===== config.mk =====
export PLATFORM = sky130hd
export DESIGN_NAME = mc_ctrl_flat
export DESIGN_NICKNAME = d
export VERILOG_FILES = /design/src/rtl/mc_ctrl_if.sv /design/src/rtl/mc_ctrl.sv /design/src/flat_wrapper.sv
export SDC_FILE = /design/constraint.sdc
export NUM_CORES = 1
export LEC_CHECK = 0
export CORE_ASPECT_RATIO = 1.2
export CORE_MARGIN = 4
export CORE_UTILIZATION = 28
export CTS_CLUSTER_DIAMETER = 80
export DETAILED_ROUTE_END_ITERATION = 12
export HOLD_SLACK_MARGIN = 0.1
export PLACE_DENSITY_LB_ADDON = 0.25
export SYNTH_ARGS = -nofsm -noshare
export SYNTH_HDL_FRONTEND = slang
export SYNTH_SLANG_ARGS = --single-unit

===== constraint.sdc =====
create_clock -name clk -period 2.75 [get_ports clk]
set_input_delay 0.55 -clock clk [delete_from_list [all_inputs] [get_ports clk]]
set_output_delay 0.55 -clock clk [all_outputs]
set_load 0.01 [all_outputs]

===== src/rtl/mc_ctrl_if.sv =====
// Control bundle between mc_ctrl (master) and the IFU/datapath side (slave).
interface mc_ctrl_if #(
    parameter int unsigned CNT_W = 32
);
    logic [31:0]      instruction;
    logic             pc_wr;
    logic [1:0]       nPC_sel;
    logic             j_sel;
    logic             ir_wr;
    logic             reg_wr;
    logic [1:0]       reg_dst;
    logic [1:0]       mem_to_reg;
    logic             alu_src;
    logic [1:0]       alu_op;
    logic [1:0]       ext_op;
    logic             mem_wr;
    logic [3:0]       state;
    logic [CNT_W-1:0] instr_cnt;
    logic             halted;

    modport master (
        input  instruction,
        output pc_wr, nPC_sel, j_sel, ir_wr, reg_wr, reg_dst, mem_to_reg,
               alu_src, alu_op, ext_op, mem_wr, state, instr_cnt, halted
    );

    modport slave (
        output instruction,
        input  pc_wr, nPC_sel, j_sel, ir_wr, reg_wr, reg_dst, mem_to_reg,
               alu_src, alu_op, ext_op, mem_wr, state, instr_cnt, halted
    );
endinterface


===== src/rtl/mc_ctrl.sv =====
// Multi-cycle Moore control unit for the MIPS-lite subset, fed by the IFU.
// Optional macro MC_CTRL_ILLEGAL_HALT_EN: illegal opcodes halt until reset.
module mc_ctrl #(
    parameter int unsigned CNT_W = 32
) (
    input  logic       clk,
    input  logic       rst,
    mc_ctrl_if.master  bus
);
    typedef enum logic [3:0] {
        S_FETCH   = 4'd0,
        S_DECODE  = 4'd1,
        S_MEM_ADR = 4'd2,
        S_MEM_RD  = 4'd3,
        S_MEM_WB  = 4'd4,
        S_MEM_WR  = 4'd5,
        S_EXE     = 4'd6,
        S_ALU_WB  = 4'd7,
        S_BRANCH  = 4'd8,
        S_JUMP    = 4'd9,
        S_HALT    = 4'd10
    } state_e;

    typedef enum logic [3:0] {
        C_ADDU, C_SUBU, C_ORI, C_LUI, C_LW, C_SW, C_BEQ, C_J, C_JAL, C_ILL
    } cls_e;

    state_e           state_q, state_d;
    logic [31:0]      ir_q;
    logic [CNT_W-1:0] cnt_q;
    cls_e             cls;

    logic       pc_wr, j_sel, ir_wr, reg_wr, alu_src, mem_wr, halted;
    logic [1:0] nPC_sel, reg_dst, mem_to_reg, alu_op, ext_op;

    logic unused_ir;
    assign unused_ir = ^ir_q[25:6];

    always_comb begin
        cls = C_ILL;
        case (ir_q[31:26])
            6'b000000: begin
                if (ir_q[5:0] == 6'b100001)      cls = C_ADDU;
                else if (ir_q[5:0] == 6'b100011) cls = C_SUBU;
            end
            6'b001101: cls = C_ORI;
            6'b001111: cls = C_LUI;
            6'b100011: cls = C_LW;
            6'b101011: cls = C_SW;
            6'b000100: cls = C_BEQ;
            6'b000010: cls = C_J;
            6'b000011: cls = C_JAL;
            default:   cls = C_ILL;
        endcase
    end

    always_ff @(posedge clk) begin
        if (rst) begin
            state_q <= S_FETCH;
            ir_q    <= '0;
            cnt_q   <= '0;
        end else begin
            state_q <= state_d;
            if (ir_wr) ir_q  <= bus.instruction;
            if (pc_wr) cnt_q <= cnt_q + CNT_W'(1);
        end
    end

    always_comb begin
        state_d    = S_FETCH;
        pc_wr      = 1'b0;
        nPC_sel    = 2'b00;
        j_sel      = 1'b0;
        ir_wr      = 1'b0;
        reg_wr     = 1'b0;
        reg_dst    = 2'b00;
        mem_to_reg = 2'b00;
        alu_src    = 1'b0;
        alu_op     = 2'b00;
        ext_op     = 2'b00;
        mem_wr     = 1'b0;
        halted     = 1'b0;
        case (state_q)
            S_FETCH: begin
                ir_wr   = 1'b1;
                state_d = S_DECODE;
            end
            S_DECODE: begin
                case (cls)
                    C_ADDU, C_SUBU, C_ORI, C_LUI: state_d = S_EXE;
                    C_LW, C_SW:                   state_d = S_MEM_ADR;
                    C_BEQ:                        state_d = S_BRANCH;
                    C_J, C_JAL:                   state_d = S_JUMP;
`ifdef MC_CTRL_ILLEGAL_HALT_EN
                    default:                      state_d = S_HALT;
`else
                    default:                      state_d = S_JUMP;
`endif
                endcase
            end
            // ALU_WB reuses the EXE decode so the ALU controls stay stable into writeback
            S_EXE, S_ALU_WB: begin
                case (cls)
                    C_SUBU:  alu_op = 2'b01;
                    C_ORI: begin
                        alu_op  = 2'b10;
                        alu_src = 1'b1;
                    end
                    C_LUI: begin
                        alu_src = 1'b1;
                        ext_op  = 2'b10;
                    end
                    default: alu_op = 2'b00;
                endcase
                if (state_q == S_ALU_WB) begin
                    reg_wr  = 1'b1;
                    pc_wr   = 1'b1;
                    reg_dst = (cls == C_ADDU || cls == C_SUBU) ? 2'b01 : 2'b00;
                    state_d = S_FETCH;
                end else begin
                    state_d = S_ALU_WB;
                end
            end
            S_MEM_ADR, S_MEM_RD, S_MEM_WR: begin
                alu_src = 1'b1;
                ext_op  = 2'b01;
                if (state_q == S_MEM_ADR) begin
                    state_d = (cls == C_SW) ? S_MEM_WR : S_MEM_RD;
                end else if (state_q == S_MEM_RD) begin
                    state_d = S_MEM_WB;
                end else begin
                    mem_wr  = 1'b1;
                    pc_wr   = 1'b1;
                    state_d = S_FETCH;
                end
            end
            S_MEM_WB: begin
                reg_wr     = 1'b1;
                mem_to_reg = 2'b01;
                pc_wr      = 1'b1;
                state_d    = S_FETCH;
            end
            S_BRANCH: begin
                alu_op  = 2'b01;
                ext_op  = 2'b01;
                nPC_sel = 2'b10;
                pc_wr   = 1'b1;
                state_d = S_FETCH;
            end
            // Illegal opcodes land here as a plain pc+4 step when halting is disabled
            S_JUMP: begin
                pc_wr = 1'b1;
                if (cls == C_J || cls == C_JAL) j_sel = 1'b1;
                if (cls == C_JAL) begin
                    reg_wr     = 1'b1;
                    reg_dst    = 2'b10;
                    mem_to_reg = 2'b10;
                end
                state_d = S_FETCH;
            end
`ifdef MC_CTRL_ILLEGAL_HALT_EN
            S_HALT: begin
                halted  = 1'b1;
                state_d = S_HALT;
            end
`endif
            default: state_d = S_FETCH;
        endcase
    end

    assign bus.pc_wr      = pc_wr;
    assign bus.nPC_sel    = nPC_sel;
    assign bus.j_sel      = j_sel;
    assign bus.ir_wr      = ir_wr;
    assign bus.reg_wr     = reg_wr;
    assign bus.reg_dst    = reg_dst;
    assign bus.mem_to_reg = mem_to_reg;
    assign bus.alu_src    = alu_src;
    assign bus.alu_op     = alu_op;
    assign bus.ext_op     = ext_op;
    assign bus.mem_wr     = mem_wr;
    assign bus.state      = state_q;
    assign bus.instr_cnt  = cnt_q;
    assign bus.halted     = halted;
endmodule

===== src/flat_wrapper.sv =====
// flat-port wrapper written by rule: the top's interface ports become plain ports
module mc_ctrl_flat 
#(
    parameter int unsigned CNT_W = 32
)
  (clk, rst, bus_instruction, bus_pc_wr, bus_nPC_sel, bus_j_sel, bus_ir_wr, bus_reg_wr, bus_reg_dst, bus_mem_to_reg, bus_alu_src, bus_alu_op, bus_ext_op, bus_mem_wr, bus_state, bus_instr_cnt, bus_halted);
  mc_ctrl_if #(.CNT_W(CNT_W)) bus_i ();
  input  logic clk;
  input  logic rst;
  input wire logic [$bits(bus_i.instruction)-1:0] bus_instruction;
  output wire logic [$bits(bus_i.pc_wr)-1:0] bus_pc_wr;
  output wire logic [$bits(bus_i.nPC_sel)-1:0] bus_nPC_sel;
  output wire logic [$bits(bus_i.j_sel)-1:0] bus_j_sel;
  output wire logic [$bits(bus_i.ir_wr)-1:0] bus_ir_wr;
  output wire logic [$bits(bus_i.reg_wr)-1:0] bus_reg_wr;
  output wire logic [$bits(bus_i.reg_dst)-1:0] bus_reg_dst;
  output wire logic [$bits(bus_i.mem_to_reg)-1:0] bus_mem_to_reg;
  output wire logic [$bits(bus_i.alu_src)-1:0] bus_alu_src;
  output wire logic [$bits(bus_i.alu_op)-1:0] bus_alu_op;
  output wire logic [$bits(bus_i.ext_op)-1:0] bus_ext_op;
  output wire logic [$bits(bus_i.mem_wr)-1:0] bus_mem_wr;
  output wire logic [$bits(bus_i.state)-1:0] bus_state;
  output wire logic [$bits(bus_i.instr_cnt)-1:0] bus_instr_cnt;
  output wire logic [$bits(bus_i.halted)-1:0] bus_halted;
  assign bus_i.instruction = bus_instruction;
  assign bus_pc_wr = bus_i.pc_wr;
  assign bus_nPC_sel = bus_i.nPC_sel;
  assign bus_j_sel = bus_i.j_sel;
  assign bus_ir_wr = bus_i.ir_wr;
  assign bus_reg_wr = bus_i.reg_wr;
  assign bus_reg_dst = bus_i.reg_dst;
  assign bus_mem_to_reg = bus_i.mem_to_reg;
  assign bus_alu_src = bus_i.alu_src;
  assign bus_alu_op = bus_i.alu_op;
  assign bus_ext_op = bus_i.ext_op;
  assign bus_mem_wr = bus_i.mem_wr;
  assign bus_state = bus_i.state;
  assign bus_instr_cnt = bus_i.instr_cnt;
  assign bus_halted = bus_i.halted;
  mc_ctrl #(.CNT_W(CNT_W)) u_core (.clk(clk), .rst(rst), .bus(bus_i));
endmodule

# Word level (Yosys, flattened, before mapping)
# Memories as Yosys holds them, arrays and structs flattened.
# Cells that the tools add are included.
[word_totals]
register_bits = 68
latchBits = 0
ram_bits = 0
rom_bits = 64
inputBits = 34
output_inout_bits = 53
n_memories = 1
[mem_list]
columns = ["memory", "depth", "word_bits", "rd", "rd_ports_with_merged_regs", "write_ports", "line", "source"]
rows = [
  ["(name not given)", 16, 4, 1, 0, 0, "mc_ctrl.sv:89", "case (cls)"],
]
[classes]
add_sub_neg = 1
multipliers = 0
n_div = 0
order_cmp = 0
eq_ne = 24
n_shift = 0
n_mux = 30
n_bitwise = 0
n_reduce_logical = 10
[op_table]
columns = ["op", "n"]
rows = [
  ["$add 32x1->32 const B", 1],
  ["$pmux 4 s8", 1],
  ["$eq 4x3->1 const B", 6],
  ["$eq 6x6->1 const B", 4],
  ["$pmux 2 s2", 5],
  ["$eq 4x2->1 const B", 4],
  ["$pmux 4 s4", 1],
  ["$eq 4x4->1 const B", 3],
  ["$eq 6x2->1 const B", 2],
  ["$eq 6x4->1 const B", 2],
  ["$mux 4", 3],
  ["$mux 1", 10],
  ["$mux 3", 3],
  ["$eq 4x1->1 const B", 2],
  ["$logic_not 4->1", 2],
  ["$mux 2", 4],
  ["$eq 6x3->1 const B", 1],
  ["$logic_not 6->1", 1],
  ["$pmux 1 s3", 2],
  ["$reduce_or 3->1", 2],
  ["$reduce_or 2->1", 2],
  ["$reduce_or 4->1", 1],
  ["$logic_or 1x1->1", 2],
  ["$pmux 1 s2", 1],
]

# Longest topological paths before layout
[logic_depth]
depth_word = 9
ltp_mapped = 7

# Worst setup path after synthesis
# No wires, ideal clock.
[synth_timing]
kind = "register -> output"
start = "register u_core.ir_q[28]"
end = "output port bus_reg_wr"
arrival_time_ns = 1.789
t_required_ns = 2.200
path_slack_ns = 0.411
stages_incl_launch_ff = 5
path_buffers = 1
cell_sequence = "dfxtp_1 -> clkbuf_1 -> or4_1 -> nor4_1 -> or2_2"
[synth_between]
elab_chain_cells = 5
elab_cells_between_ends = 12
cone_classes = "eq/ne (8); mux (3); reduce/logical (1)"
[synth_lines]
columns = ["item", "line", "source"]
rows = [
  ["start: declaration", "mc_ctrl.sv:29", "logic [31:0] ir_q;"],
  ["start signal: assignment", "mc_ctrl.sv:64", "if (ir_wr) ir_q <= bus.instruction;"],
  ["$eq 6x2->1 (tied with other cells)", "mc_ctrl.sv:41", "case (ir_q[31:26])"],
  ["$pmux 4 s8 *", "mc_ctrl.sv:41", ""],
  ["$eq 4x4->1 *", "mc_ctrl.sv:154", "if (cls == C_JAL) begin"],
  ["$mux 1 *", "mc_ctrl.sv:154", ""],
  ["$pmux 1 s3 *", "mc_ctrl.sv:83", "case (state_q)"],
  ["end: declaration", "flat_wrapper.sv:15", "output wire logic [$bits(bus_i.reg_wr)-1:0] bus_reg_wr;"],
]
# Mark *: on every way between the ends. The rest lies on a longest branch, timed or not.

# Final worst setup path
# Ends and elaborated chain as after synthesis.

==> run metrics <==
status=completed; WL per Instance=13.1 um; post-DR vias/cell=4.78; cts hold-fix bufs=0; Clock transition at path regs=about 0.09 ns; largest family of logic cells by synthesized area=simple AND/OR/NAND/NOR gates; Gate Count Post-Synth=323; Synth Flop Type=dfxtp_1; adder-cell share of the synthesized area=0.498%; die area=~11000 sq um; Max transition margin=58.8%; hpwl dp=roughly 4700 um; vias in the first global route=2254; worst hold-check path type=flop to flop; Sequential Power Share=34.5%; Core Rows=37; Total GRT Usage=12.7%; peak supply drop=between 0.3 and 0.4 mV; CP Capture Type=primary output; initial antenna violation count=0; Iter 0 DRT Violations=92; Switching Fraction=38.6%; Pre-antenna DRT Iters=4; Max-Cap Viols=0; GR Util met2=a little over a fifth; syn_area_per_cell=between 7 and 8 sq um; fin crit period=2.66 ns; clock share of power=20.0%; Top Usage Layer GRT=met2; share of cells above drive strength 1=under 10%; GPL Wtd Cong=0.775; Worst Path Required=about 2.2 ns; WP data arrival=between 2 and 2.5 ns; Vias=2387; setup TNS=0 ns; FFs w/ async S/R, synth=0%; most common cell after layout, fill and taps aside=clkdlybuf4s50_1; Compound-Gate Fraction of Synth Area=11.0%; mux cell area share after synthesis=1.29%; maximum clock rate=375 MHz; Power, Total=~2700 uW; Slew Limit Fails=0; clk root buf=clkbuf_8; Max clock buf depth=2; Net Switching=roughly 1000 uW; die span in x=94.5 um; Final WS setup=0.0865 ns; Lkg Pwr=around 0.0011 uW; power share of the combinational group=approximately 46%; internal power=approximately 1700 uW; Num CTS Buffers=5; met3 GRT Util=2.16%; RSZ-0062 raised after global routing=true; final hold vios=0; post-synthesis sequential area ratio=between 30% and 40%; post-synthesis simple-gate area fraction=around 33%; Multi-input gate area=about 1400 sq um; height of the die=112 um; worst slew pin tran=about 0.62 ns; Port Buffers=64; kind of critical path=flop to primary output; synthesized area=2510 sq um; crit path launch type=flop; Ys Warns=0; FILL cells=898; CTS H-tree depth=2; Tcrit/Tclk final=a little over nine tenths; commonest non-fill, non-tap cells in the layout=clkdlybuf4s50_1 (59), dfxtp_1 (46), nand2_1 (44), nor2_1 (41), xnor2_1 (26); Remaining DRCs=0; largest net degree at the start of global routing=35; CTS tree=yes; Max FO, Critical Path=3; Max Clock Skew=0.0129 ns; ANT nets after route=0; Synth cell types=49; register bit total from synthesis=48; Area Growth Syn to Fin=35.8%; pwr/cell area=792 nW/um^2; Core Area=around 8700 sq um; number of inserted diodes=0; xor-xnor portion of the synthesized cell area=9.76%; Post-synth EDFFs=0; Starting Density=~29%; GRT met1 Usage=16.6%; register area=963 sq um; Final nets=approximately 420; setup violators final=0; WL final=between 6000 and 7000 um; CTS sink count=48; DP Worst Slack=0.172 ns; tightest hold margin=roughly 0.47 ns; total global routing overflow=0; first-pass GRT wire length=11000 um; IO Count=87; clock latency on the worst-skew pair=0.30 ns
-- per-layer routing --
metal  wire length [um]  up-vias
li1                   -     1230
met1               2970     1107
met2               3170       44
met3                275        6
met4                116        0
met5                  0        -
-- power groups by stage --
| stage | registers, uW | clock network [uW] | logic (uW) |
|---|---|---|---|
| final | 933 | 542 | 1230 |
| after detailed placement | 941 | 0 | 1220 |
| after CTS | 930 | 565 | 1250 |
| after global routing | 954 | 593 | 1370 |
| after global placement | 939 | 0 | 1210 |
| after floorplan | 877 | 0 | 813 |
-- through the flow --
step	cells	util, %	instance area [sq um]
finish	499	39.4	3410
global route	499	39.4	3410
CTS	499	39.4	3410
detailed placement	491	37.8	3270
global placement	491	37.8	3270
floorplan	324	-	2520
-- cell families (layout without fill, tap and decap cells) --
| logic type | count (synthesis) | in the layout |
|---|---|---|
| other | 1 | 2 |
| xor gates and xnor gates | 28 | 28 |
| adders and majority gates | 1 | 1 |
| AOI/OAI and AO/OA | 43 | 43 |
| muxes | 3 | 3 |
| and+or+nand+nor | 164 | 164 |
| buffers and inverters | 35 | 93 |
| DFF | 48 | 48 |
-- critical path, cell delays in order (launching register included) --
cell	delay [ns]
dfxtp_1	0.32
or4_4	0.56
nor4_2	0.26
or2_2	0.15
clkdlybuf4s50_1	0.52
-- state kept, by name, summed over array words and instances, names as in the netlist --
signal,flops
u_core.bus.instr_cnt,32
u_core.ir_q,12
u_core.bus.state,4
-- synthesized netlist by cell type (3+ instances only) --
cell	count	share of area (%)
a211oi_1	3	0.90
nor3_1	15	3.0
or4_1	3	0.90
nand3_1	8	1.6
xnor2_1	26	9.1
o21ai_0	5	1.0
inv_1	9	1.3
dfxtp_1	48	38
or3_1	3	0.75
nor2b_1	5	1.2
nor2_1	41	6.1
clkbuf_1	20	3.0
nand4b_1	3	1.0
and4_1	5	1.7
nand2_1	44	6.6
nor3b_1	5	1.5
a21oi_1	18	3.6
nor4_1	16	4.0
nand4_1	3	0.75
nor4b_1	4	1.4
-- timing repair --
action / CTS / global route
gates resized for setup: 8 / 1
setup buffers: 0 / 0
pin swaps: 1 / 0
setup endpoints to repair: 5 / 2
-- cell type report --
class	instances	area share (%)
clock buffer	6	2.42
clock inverter	2	1.14
inverter	9	0.990
multi-input combinational	241	41.7
sequential	48	28.2
tap	117	4.29
timing repair buffer	76	21.2
-- final timing paths --
path                                  startpoint                                     to  slack [ns]  cells after the start
hold / removal       u_core.ir_q[2]$_SDFFE_PP0P_            u_core.ir_q[2]$_SDFFE_PP0P_        0.47                      2
hold reg to reg      u_core.ir_q[2]$_SDFFE_PP0P_            u_core.ir_q[2]$_SDFFE_PP0P_        0.47                      2
setup reg to reg  u_core.bus.state[2]$_SDFF_PP0_  u_core.bus.instr_cnt[26]$_SDFFE_PP0P_        0.46                      5
setup / recovery    u_core.ir_q[28]$_SDFFE_PP0P_                             bus_reg_wr        0.09                      4
Note: power is estimated with default switching activity, not from simulation.
==> patch, RTL diff (config.mk and constraints unchanged) <==
The option `MC_CTRL_ILLEGAL_HALT_EN` is turned on by a define.
--- a/src/rtl/mc_ctrl.sv
+++ b/src/rtl/mc_ctrl.sv
@@ -1,4 +1,6 @@
 // Multi-cycle Moore control unit for the MIPS-lite subset, fed by the IFU.
 // Optional macro MC_CTRL_ILLEGAL_HALT_EN: illegal opcodes halt until reset.
+`define MC_CTRL_ILLEGAL_HALT_EN
+
 module mc_ctrl #(
     parameter int unsigned CNT_W = 32
Check against the original RTL: not equivalent (a bounded check fails within 4 cycles, from zero or initial values and one cycle with rst high).
==> patch against the original RTL <==
- worst setup slack improved by 0.017 ns
- sequential cell count did not move
- combinational power fell by 12%
- routed wire length rose by 1.3%
- non-clock buffer count rose by 1
- area after synthesis rose by 1.8%
- final area rose by 1.1%
- total power fell by 9.3%
- critical path type unchanged
- largest power group unchanged
- highest routed layer unchanged
==> patch: results (changes against the original RTL) <==
Core Util, Final=0.394 (about the same); peak supply drop=241 uV (-20%); Detailed Route WL=6620 microns (+1.3%); Fillers=911 (+1.4%); Comb pwr share=0.441 (-0.014); slowest stage cell on the critical path=clkdlybuf4s50_1; Placed Instances=498 (+1.4%); FFs & Latches=48 (unchanged); internal power=1.49 mW (-10%); number of non-clock buffers=77 (+1.3%); status=complete, no violations; nets=424 (+1.9%); gpl congestion=0.757 (-2.4%); clk cell area share=0.0261 (-0.00945); Mapped Cells=329 (+1.9%); vias per inst=4.92 (+2.8%); Synth top area share=0.376 (-0.00692); non-clk buf share=0.215 (+0.00277); synth cell count leaders=dfxtp_1 (48), nand2_1 (44), a21oi_1 (29), nor2_1 (29), o21ai_0 (20); synth top area cells=dfxtp_1 (38%), nand2_1 (6.5%), a21oi_1 (5.7%); Non-Filler Instances=507 (+1.6%); Port-buffer cells=65 (+1.6%); drt first-iter violations=95 (+3.3%); GRT Total Usage=0.126 (-0.000909); Multi-input comb cells=250 (+3.7%); fraction of area in multi-input gates=0.428 (+0.0111); switching power=958 uW (-8.1%); Finished Cell Area=3450 sq um (+1.1%); crit path max fanout=9 (+6); Placed Area=3320 sq um (+1.3%); register share of the cell area=0.281 (-0.00162); largest net degree at the start of global routing=23 (-34%); post-synth cell types=50 (+2.0%); static leakage=1.20 nW (+5.8%)
==> patch: layer usage <==
metal | global-route usage | share of wire | up-vias
li1 | - | - | 1274
met1 | 0.174 | 0.48 | 1155
met2 | 0.195 | 0.45 | 59
met3 | 0.0326 | 0.063 | 5
met4 | 0.0337 | 0.011 | 0
met5 | 0 | 0 | -
==> patch: worst paths after layout <==
check / start / end / slack [ns] / cells past startpoint
min: u_core.ir_q[0] / u_core.ir_q[0] / 0.46 / 2
max reg2reg: u_core.bus.state[0] / u_core.bus.instr_cnt[16] / 0.47 / 6
max: u_core.ir_q[27] / bus_alu_op[1] / 0.10 / 5
min reg2reg: u_core.ir_q[0] / u_core.ir_q[0] / 0.46 / 2
==> patch: logic make-up after synthesis <==
| logic type | share of synthesized area |
|---|---|
| mux | 0.00831 |
| simple gates | 0.334 |
| xor+xnor | 0.0616 |
| flops | 0.376 |
| compound gates | 0.157 |
| other cells | 0.00147 |
| fa+ha+maj | 0.00489 |
| buf+inv | 0.0572 |
